==> src/rtl/conv_mac_sequencer_pkg.sv <==
// Shared types and widths for the convolution MAC sequencer.
// Index-width values (i, k) carry one extra bit so i can reach sizeX+sizeY-2.
package conv_pkg;

  localparam int DATA_WIDTH = 8;
  localparam int ADDR_WIDTH = 5;
  localparam int IDX_WIDTH  = ADDR_WIDTH + 1;
  localparam int ACC_WIDTH  = 2 * DATA_WIDTH;

  typedef logic [ADDR_WIDTH-1:0] addr_t;
  typedef logic [IDX_WIDTH-1:0]  idx_t;

  typedef enum logic [2:0] {
    IDLE,
    INIT,
    READ,
    WAIT,
    WRITE,
    DONE
  } state_t;

endpackage

==> src/rtl/conv_mac_sequencer_if.sv <==
// Configuration inputs and memory/MAC command outputs of the sequencer.
// The sequencer takes the master side; the surrounding system takes the slave side.
interface conv_mac_sequencer_if;
  import conv_pkg::*;

  logic                 start_i;
  addr_t                sizeX_i;
  addr_t                sizeY_i;
  addr_t                memX_addr_o;
  addr_t                memY_addr_o;
  logic [IDX_WIDTH-1:0] memZ_addr_o;
  logic                 memZ_we_o;
  logic                 mac_en_o;
  logic                 mac_clr_o;
  logic                 busy_o;
  logic                 done_o;

  modport master (
    input  start_i, sizeX_i, sizeY_i,
    output memX_addr_o, memY_addr_o, memZ_addr_o, memZ_we_o,
    output mac_en_o, mac_clr_o, busy_o, done_o
  );

  modport slave (
    output start_i, sizeX_i, sizeY_i,
    input  memX_addr_o, memY_addr_o, memZ_addr_o, memZ_we_o,
    input  mac_en_o, mac_clr_o, busy_o, done_o
  );

endinterface

==> src/rtl/conv_mac_sequencer_kbounds.sv <==
// Product range for output index i: kmin = max(0, i-(sizeY-1)), kmax = min(i, sizeX-1).
// All sums stay below 2^IDX_WIDTH because sizes are at most 2^ADDR_WIDTH-1.
module conv_kbounds
  import conv_pkg::*;
(
  input  idx_t  i_i,
  input  addr_t sizeX_i,
  input  addr_t sizeY_i,
  output idx_t  kmin_o,
  output idx_t  kmax_o,
  output logic  last_idx_o
);

  idx_t sx;
  idx_t sy;
  idx_t i_plus1;

  assign sx      = {1'b0, sizeX_i};
  assign sy      = {1'b0, sizeY_i};
  assign i_plus1 = i_i + idx_t'(1);

  always_comb begin
    kmin_o     = (i_plus1 > sy) ? (i_plus1 - sy) : '0;
    kmax_o     = (i_plus1 < sx) ? i_i : (sx - idx_t'(1));
    last_idx_o = ((i_plus1 + idx_t'(1)) == (sx + sy));
  end

endmodule

==> src/rtl/conv_mac_sequencer.sv <==
// Walks every output index of Z = X * Y, issuing X/Y reads, MAC enable/clear
// and one Z write per index. Bounds for the next index are loaded alongside i.
module conv_mac_sequencer
  import conv_pkg::*;
(
  input  logic                 clk,
  input  logic                 rst,
  conv_mac_sequencer_if.master bus
);

  state_t state_q, state_d;
  idx_t   i_q, i_d;
  idx_t   k_q, k_d;
  idx_t   kmax_q, kmax_d;
  logic   last_q, last_d;
  addr_t  szx_q, szx_d;
  addr_t  szy_q, szy_d;
  logic   en_q;
  logic   load_bounds;

  idx_t   kb_kmin;
  idx_t   kb_kmax;
  logic   kb_last;

  // Bounds are evaluated for the index about to be entered, so READ starts at kmin.
  conv_kbounds u_kbounds (
    .i_i        (i_d),
    .sizeX_i    (szx_d),
    .sizeY_i    (szy_d),
    .kmin_o     (kb_kmin),
    .kmax_o     (kb_kmax),
    .last_idx_o (kb_last)
  );

  always_ff @(posedge clk or posedge rst) begin
    if (rst) begin
      state_q <= IDLE;
      i_q     <= '0;
      k_q     <= '0;
      kmax_q  <= '0;
      last_q  <= 1'b0;
      szx_q   <= '0;
      szy_q   <= '0;
      en_q    <= 1'b0;
    end else begin
      state_q <= state_d;
      i_q     <= i_d;
      k_q     <= k_d;
      kmax_q  <= kmax_d;
      last_q  <= last_d;
      szx_q   <= szx_d;
      szy_q   <= szy_d;
      en_q    <= (state_q == READ);
    end
  end

  always_comb begin
    state_d     = state_q;
    i_d         = i_q;
    szx_d       = szx_q;
    szy_d       = szy_q;
    load_bounds = 1'b0;
    case (state_q)
      IDLE: begin
        if (bus.start_i) begin
          szx_d = bus.sizeX_i;
          szy_d = bus.sizeY_i;
          i_d   = '0;
          if ((bus.sizeX_i == '0) || (bus.sizeY_i == '0)) begin
            state_d = DONE;
          end else begin
            state_d     = INIT;
            load_bounds = 1'b1;
          end
        end
      end
      INIT:  state_d = READ;
      READ: begin
        if (k_q == kmax_q) state_d = WAIT;
      end
      WAIT:  state_d = WRITE;
      WRITE: begin
        if (last_q) begin
          state_d = DONE;
        end else begin
          i_d         = i_q + idx_t'(1);
          load_bounds = 1'b1;
          state_d     = READ;
        end
      end
      DONE:    state_d = IDLE;
      default: state_d = IDLE;
    endcase
  end

  always_comb begin
    k_d    = k_q;
    kmax_d = kmax_q;
    last_d = last_q;
    if (load_bounds) begin
      k_d    = kb_kmin;
      kmax_d = kb_kmax;
      last_d = kb_last;
    end else if (state_q == READ) begin
      k_d = k_q + idx_t'(1);
    end
  end

  // Y address i-k always fits ADDR_WIDTH, so the low bits of the difference suffice.
  assign bus.memX_addr_o = (state_q == READ) ? k_q[ADDR_WIDTH-1:0] : '0;
  assign bus.memY_addr_o = (state_q == READ) ?
                           (i_q[ADDR_WIDTH-1:0] - k_q[ADDR_WIDTH-1:0]) : '0;
  assign bus.memZ_addr_o = (state_q == WRITE) ? i_q : '0;
  assign bus.memZ_we_o   = (state_q == WRITE);
  assign bus.mac_en_o    = en_q;
  assign bus.mac_clr_o   = (state_q == INIT) || (state_q == WRITE);
  assign bus.busy_o      = (state_q == INIT) || (state_q == READ) ||
                           (state_q == WAIT) || (state_q == WRITE);
  assign bus.done_o      = (state_q == DONE);

endmodule

==> src/flat_wrapper.sv <==
// flat-port wrapper written by rule: the top's interface ports become plain ports
module conv_mac_sequencer_flat import conv_pkg::*;
  (clk, rst, bus_start_i, bus_sizeX_i, bus_sizeY_i, bus_memX_addr_o, bus_memY_addr_o, bus_memZ_addr_o, bus_memZ_we_o, bus_mac_en_o, bus_mac_clr_o, bus_busy_o, bus_done_o);
  conv_mac_sequencer_if bus_i ();
  input  logic clk;
  input  logic rst;
  input wire logic [$bits(bus_i.start_i)-1:0] bus_start_i;
  input wire logic [$bits(bus_i.sizeX_i)-1:0] bus_sizeX_i;
  input wire logic [$bits(bus_i.sizeY_i)-1:0] bus_sizeY_i;
  output wire logic [$bits(bus_i.memX_addr_o)-1:0] bus_memX_addr_o;
  output wire logic [$bits(bus_i.memY_addr_o)-1:0] bus_memY_addr_o;
  output wire logic [$bits(bus_i.memZ_addr_o)-1:0] bus_memZ_addr_o;
  output wire logic [$bits(bus_i.memZ_we_o)-1:0] bus_memZ_we_o;
  output wire logic [$bits(bus_i.mac_en_o)-1:0] bus_mac_en_o;
  output wire logic [$bits(bus_i.mac_clr_o)-1:0] bus_mac_clr_o;
  output wire logic [$bits(bus_i.busy_o)-1:0] bus_busy_o;
  output wire logic [$bits(bus_i.done_o)-1:0] bus_done_o;
  assign bus_i.start_i = bus_start_i;
  assign bus_i.sizeX_i = bus_sizeX_i;
  assign bus_i.sizeY_i = bus_sizeY_i;
  assign bus_memX_addr_o = bus_i.memX_addr_o;
  assign bus_memY_addr_o = bus_i.memY_addr_o;
  assign bus_memZ_addr_o = bus_i.memZ_addr_o;
  assign bus_memZ_we_o = bus_i.memZ_we_o;
  assign bus_mac_en_o = bus_i.mac_en_o;
  assign bus_mac_clr_o = bus_i.mac_clr_o;
  assign bus_busy_o = bus_i.busy_o;
  assign bus_done_o = bus_i.done_o;
  conv_mac_sequencer u_core (.clk(clk), .rst(rst), .bus(bus_i));
endmodule
==> config.mk <==
export PLATFORM = sky130hd
export DESIGN_NAME = conv_mac_sequencer_flat
export DESIGN_NICKNAME = d
export VERILOG_FILES = /design/src/rtl/conv_mac_sequencer_pkg.sv /design/src/rtl/conv_mac_sequencer_if.sv /design/src/rtl/conv_mac_sequencer_kbounds.sv /design/src/rtl/conv_mac_sequencer.sv /design/src/flat_wrapper.sv
export SDC_FILE = /design/constraint.sdc
export NUM_CORES = 1
export LEC_CHECK = 0
export CAP_MARGIN = 20
export CORE_ASPECT_RATIO = 0.5
export CORE_MARGIN = 2
export CORE_UTILIZATION = 40
export CTS_CLUSTER_DIAMETER = 100
export DETAILED_ROUTE_END_ITERATION = 16
export DONT_BUFFER_PORTS = 1
export SETUP_SLACK_MARGIN = 0.3
export SLEW_MARGIN = 25
export SYNTH_ARGS = -nofsm -noshare
export SYNTH_HDL_FRONTEND = slang
export SYNTH_HIERARCHICAL = 1
export SYNTH_SLANG_ARGS = --single-unit
==> constraint.sdc <==
create_clock -name clk -period 4.7 [get_ports clk]
set_input_delay 0 -clock clk [delete_from_list [all_inputs] [get_ports clk]]
set_output_delay 0 -clock clk [all_outputs]
set_load 0.1 [all_outputs]
==> results.txt <==
Post-synth EDFFs = 0
max-capacitance violation count = 0
Max stage delay cell, worst path = dfrtp_1
endpoints failing setup = 0
Critical Path Source Type = register
PnR worst setup slack = 0.677 ns
Final TNS setup = 0 ns
WP data required = 4.86 ns
Critical path origin = u_core/state_q[2]
Worst Clk Skew = 0.00342 ns
CTS Root Cell = clkbuf_16
most frequent cells in the layout = dfrtp_1, xnor2_1, inv_1, ha_1, mux2_2
Min Clock Period, post-route = 4.02 ns
met1 Resource Use GR = 0.250
GRT overflow = 0
CTS Sinks = 33
# H-tree levels = 2
worst skew pair latency = 0.27 ns
Worst Setup EP = u_core/k_q[4]
largest cells by area after synthesis = dfrtp_1, ha_1, mux2_2, xnor2_1, inv_1
prevailing post-synth register cell = dfrtp_1
YS warnings = 6
gr busiest metal = met2
DRC Markers = 0
Crit Reg-Reg Startpoint = u_core/state_q[2]
Initial Util = 0.417
core area = 6730 µm²
flop2flop setup slack = 0.68 ns
HPWL after detailed placement = 5.08 mm
largest net degree at the start of global routing = 34
RSZ-0062 raised after global routing = no
clk buf depth = 2
Avg Cell Area, Syn = 9.60 µm²
initial antenna violation count = 0
fin crit share = 0.856
worst slew pin tran = 1.08 ns
Setup CP Type = reg -> reg
Mapped Cells = 292
vias in the first global route = 2226
top-area cell type share of the netlist area = 0.295
antenna-violating nets left = 0
Worst R2R End = u_core/k_q[4]
Post-Syn Nets = 332
status = finished, final reports clean
cell accounting for the most synthesized area = dfrtp_1
sequential area share after synthesis = 0.295
max incr delay on CP = 0.67 ns
Ports = 34
met3 Resource Use GR = 0.0362
worst r2r path cells = 14
Synth Cell Area = 2800 µm²
Synth cell types = 50
mean number of vias per cell = 5.43
FP Rows = 21
Clk pin slew, worst setup/hold paths = 0.05 ns
relative slew slack = 0.281
die height = 63.2 µm
drt wl/cell = 16.2 µm
first-pass GRT wire length = 11.2 mm
Async S/R FF share, synth = 1.00
crit path DAT = 4.18 ns
First DRT Iteration DRCs = 138
Synth Register Bits = 33
1st-pass router iterations = 4
Worst Hold Class = in -> reg
Crit Path Max Fanout = 17
Port-buffer cells = 0
CTS tree = yes
Antenna Cells = 0
CTS buffer count = 5
grt met2 use = 0.293
total wire length = 6.52 mm
routed vias = 2190
die area = 7730 µm²
critical-path cell list = inv_1 > or3_4 > o21ai_0 > buf_4 > ha_1 > xor2_2 > ha_1 > nor2b_1 > o21a_1 > o21a_1 > o22a_1 > nor2b_1 > nor3_1 > a221o_1
Total Nets Final = 350
worst hold margin = 0.0800 ns
GRT Total Usage = 0.183
final weighted congestion in routability-driven placement = 0.852
Max Freq = 249 MHz
most common cell after layout, fill and taps aside = dfrtp_1
die width = 122 µm
Post-CTS Setup Bufs = 0
Hold Vio Cnt, Final = 0
layout cell share with drive strength beyond 1 = 0.215
DP Worst Slack = 0.725 ns
Max Slew Vio Count = 0
crit end category = register
Layout area overhead = 16.4%
[what timing repair did]
item,CTS,global route
gates resized for setup,0,0
hold endpoints to repair,43,0
hold buffers,11,0
[cell usage after synthesis, drive strengths merged, types with 3 or more instances]
| cell | count |
|---|---|
| xor2 | 6 |
| nor3 | 7 |
| fa | 3 |
| xnor2 | 28 |
| nand4 | 4 |
| clkbuf | 3 |
| nand3 | 9 |
| ha | 24 |
| dfrtp | 33 |
| nor2b | 8 |
| nor2 | 22 |
| a21oi | 7 |
| nor3b | 3 |
| o21a | 4 |
| nand2b | 4 |
| a21boi | 4 |
| a21o | 3 |
| inv | 25 |
| mux2 | 22 |
| buf | 6 |
| and3 | 9 |
| nand2 | 14 |
| mux2i | 8 |
| o21ai | 14 |
[worst max-delay path, delay by kind of cell (launching register included)]
family	cells	cell delay, ns
flip-flops	1	0.67
adder cells (fa/ha/maj)	2	0.53
AND/OR/NAND/NOR	4	0.98
AO/OA/AOI/OAI	5	1.07
XOR/XNOR	1	0.25
buffers and inverters	2	0.39
[worst min-delay path by stage]
stage	end	slack, ns	depth (start not counted)	start
global placement	u_core/szx_q[0]	-0.001	2	rst
finish	u_core/k_q[1]	0.08	2	bus_sizeY_i[0]
floorplan	u_core/bus.mac_en_o	0.13	1	rst
detailed placement	u_core/state_q[0]	0.008	2	rst
global route	u_core/k_q[1]	0.11	2	bus_sizeY_i[0]
CTS	u_core/k_q[1]	0.08	2	bus_sizeY_i[0]
[flip-flops by register name, summed over array words and instances, names as in the netlist]
name	flops
u_core/i_q	6
u_core/k_q	6
u_core/kmax_q	6
u_core/szx_q	5
u_core/szy_q	5
u_core/state_q	3
u_core/bus.mac_en_o	1
u_core/last_q	1
[per-layer routing]
metal / share of wire / up-vias / wire length (µm)
li1: - / 1047 / -
met1: 0.48 / 1074 / 3110
met2: 0.46 / 63 / 3000
met3: 0.052 / 6 / 336
met4: 0.012 / 0 / 76
met5: 0 / - / 0
[logic make-up (layout without fill, tap and decap cells)]
group | after synthesis | count (layout) | share of synthesized area
simple gates | 91 | 91 | 0.188
buf+inv | 34 | 53 | 0.0527
xor+xnor | 34 | 34 | 0.112
flops | 33 | 33 | 0.295
mux | 30 | 30 | 0.117
fa+ha+maj | 27 | 27 | 0.129
compound gates | 43 | 43 | 0.108
[layout make-up]
class,instances,area (µm²)
clock buffers,5,125
clock inverters,3,17.5
fillers,622,3460
inverters,25,93.8
multi-input cells,225,1870
flip-flops and latches,33,826
well taps,92,115
repair buffers,20,213
[per-stage QoR]
step / cells / instance area [µm²] / utilization
after global placement: 384 / 3010 / 0.447
after floorplan: 292 / 2800 / -
after CTS: 403 / 3260 / 0.485
final: 403 / 3260 / 0.485
after global routing: 403 / 3260 / 0.485
after detailed placement: 384 / 3010 / 0.447
Power is not shown: default switching activity piles up to over one toggle a cycle in this logic, so the estimate is an artifact.
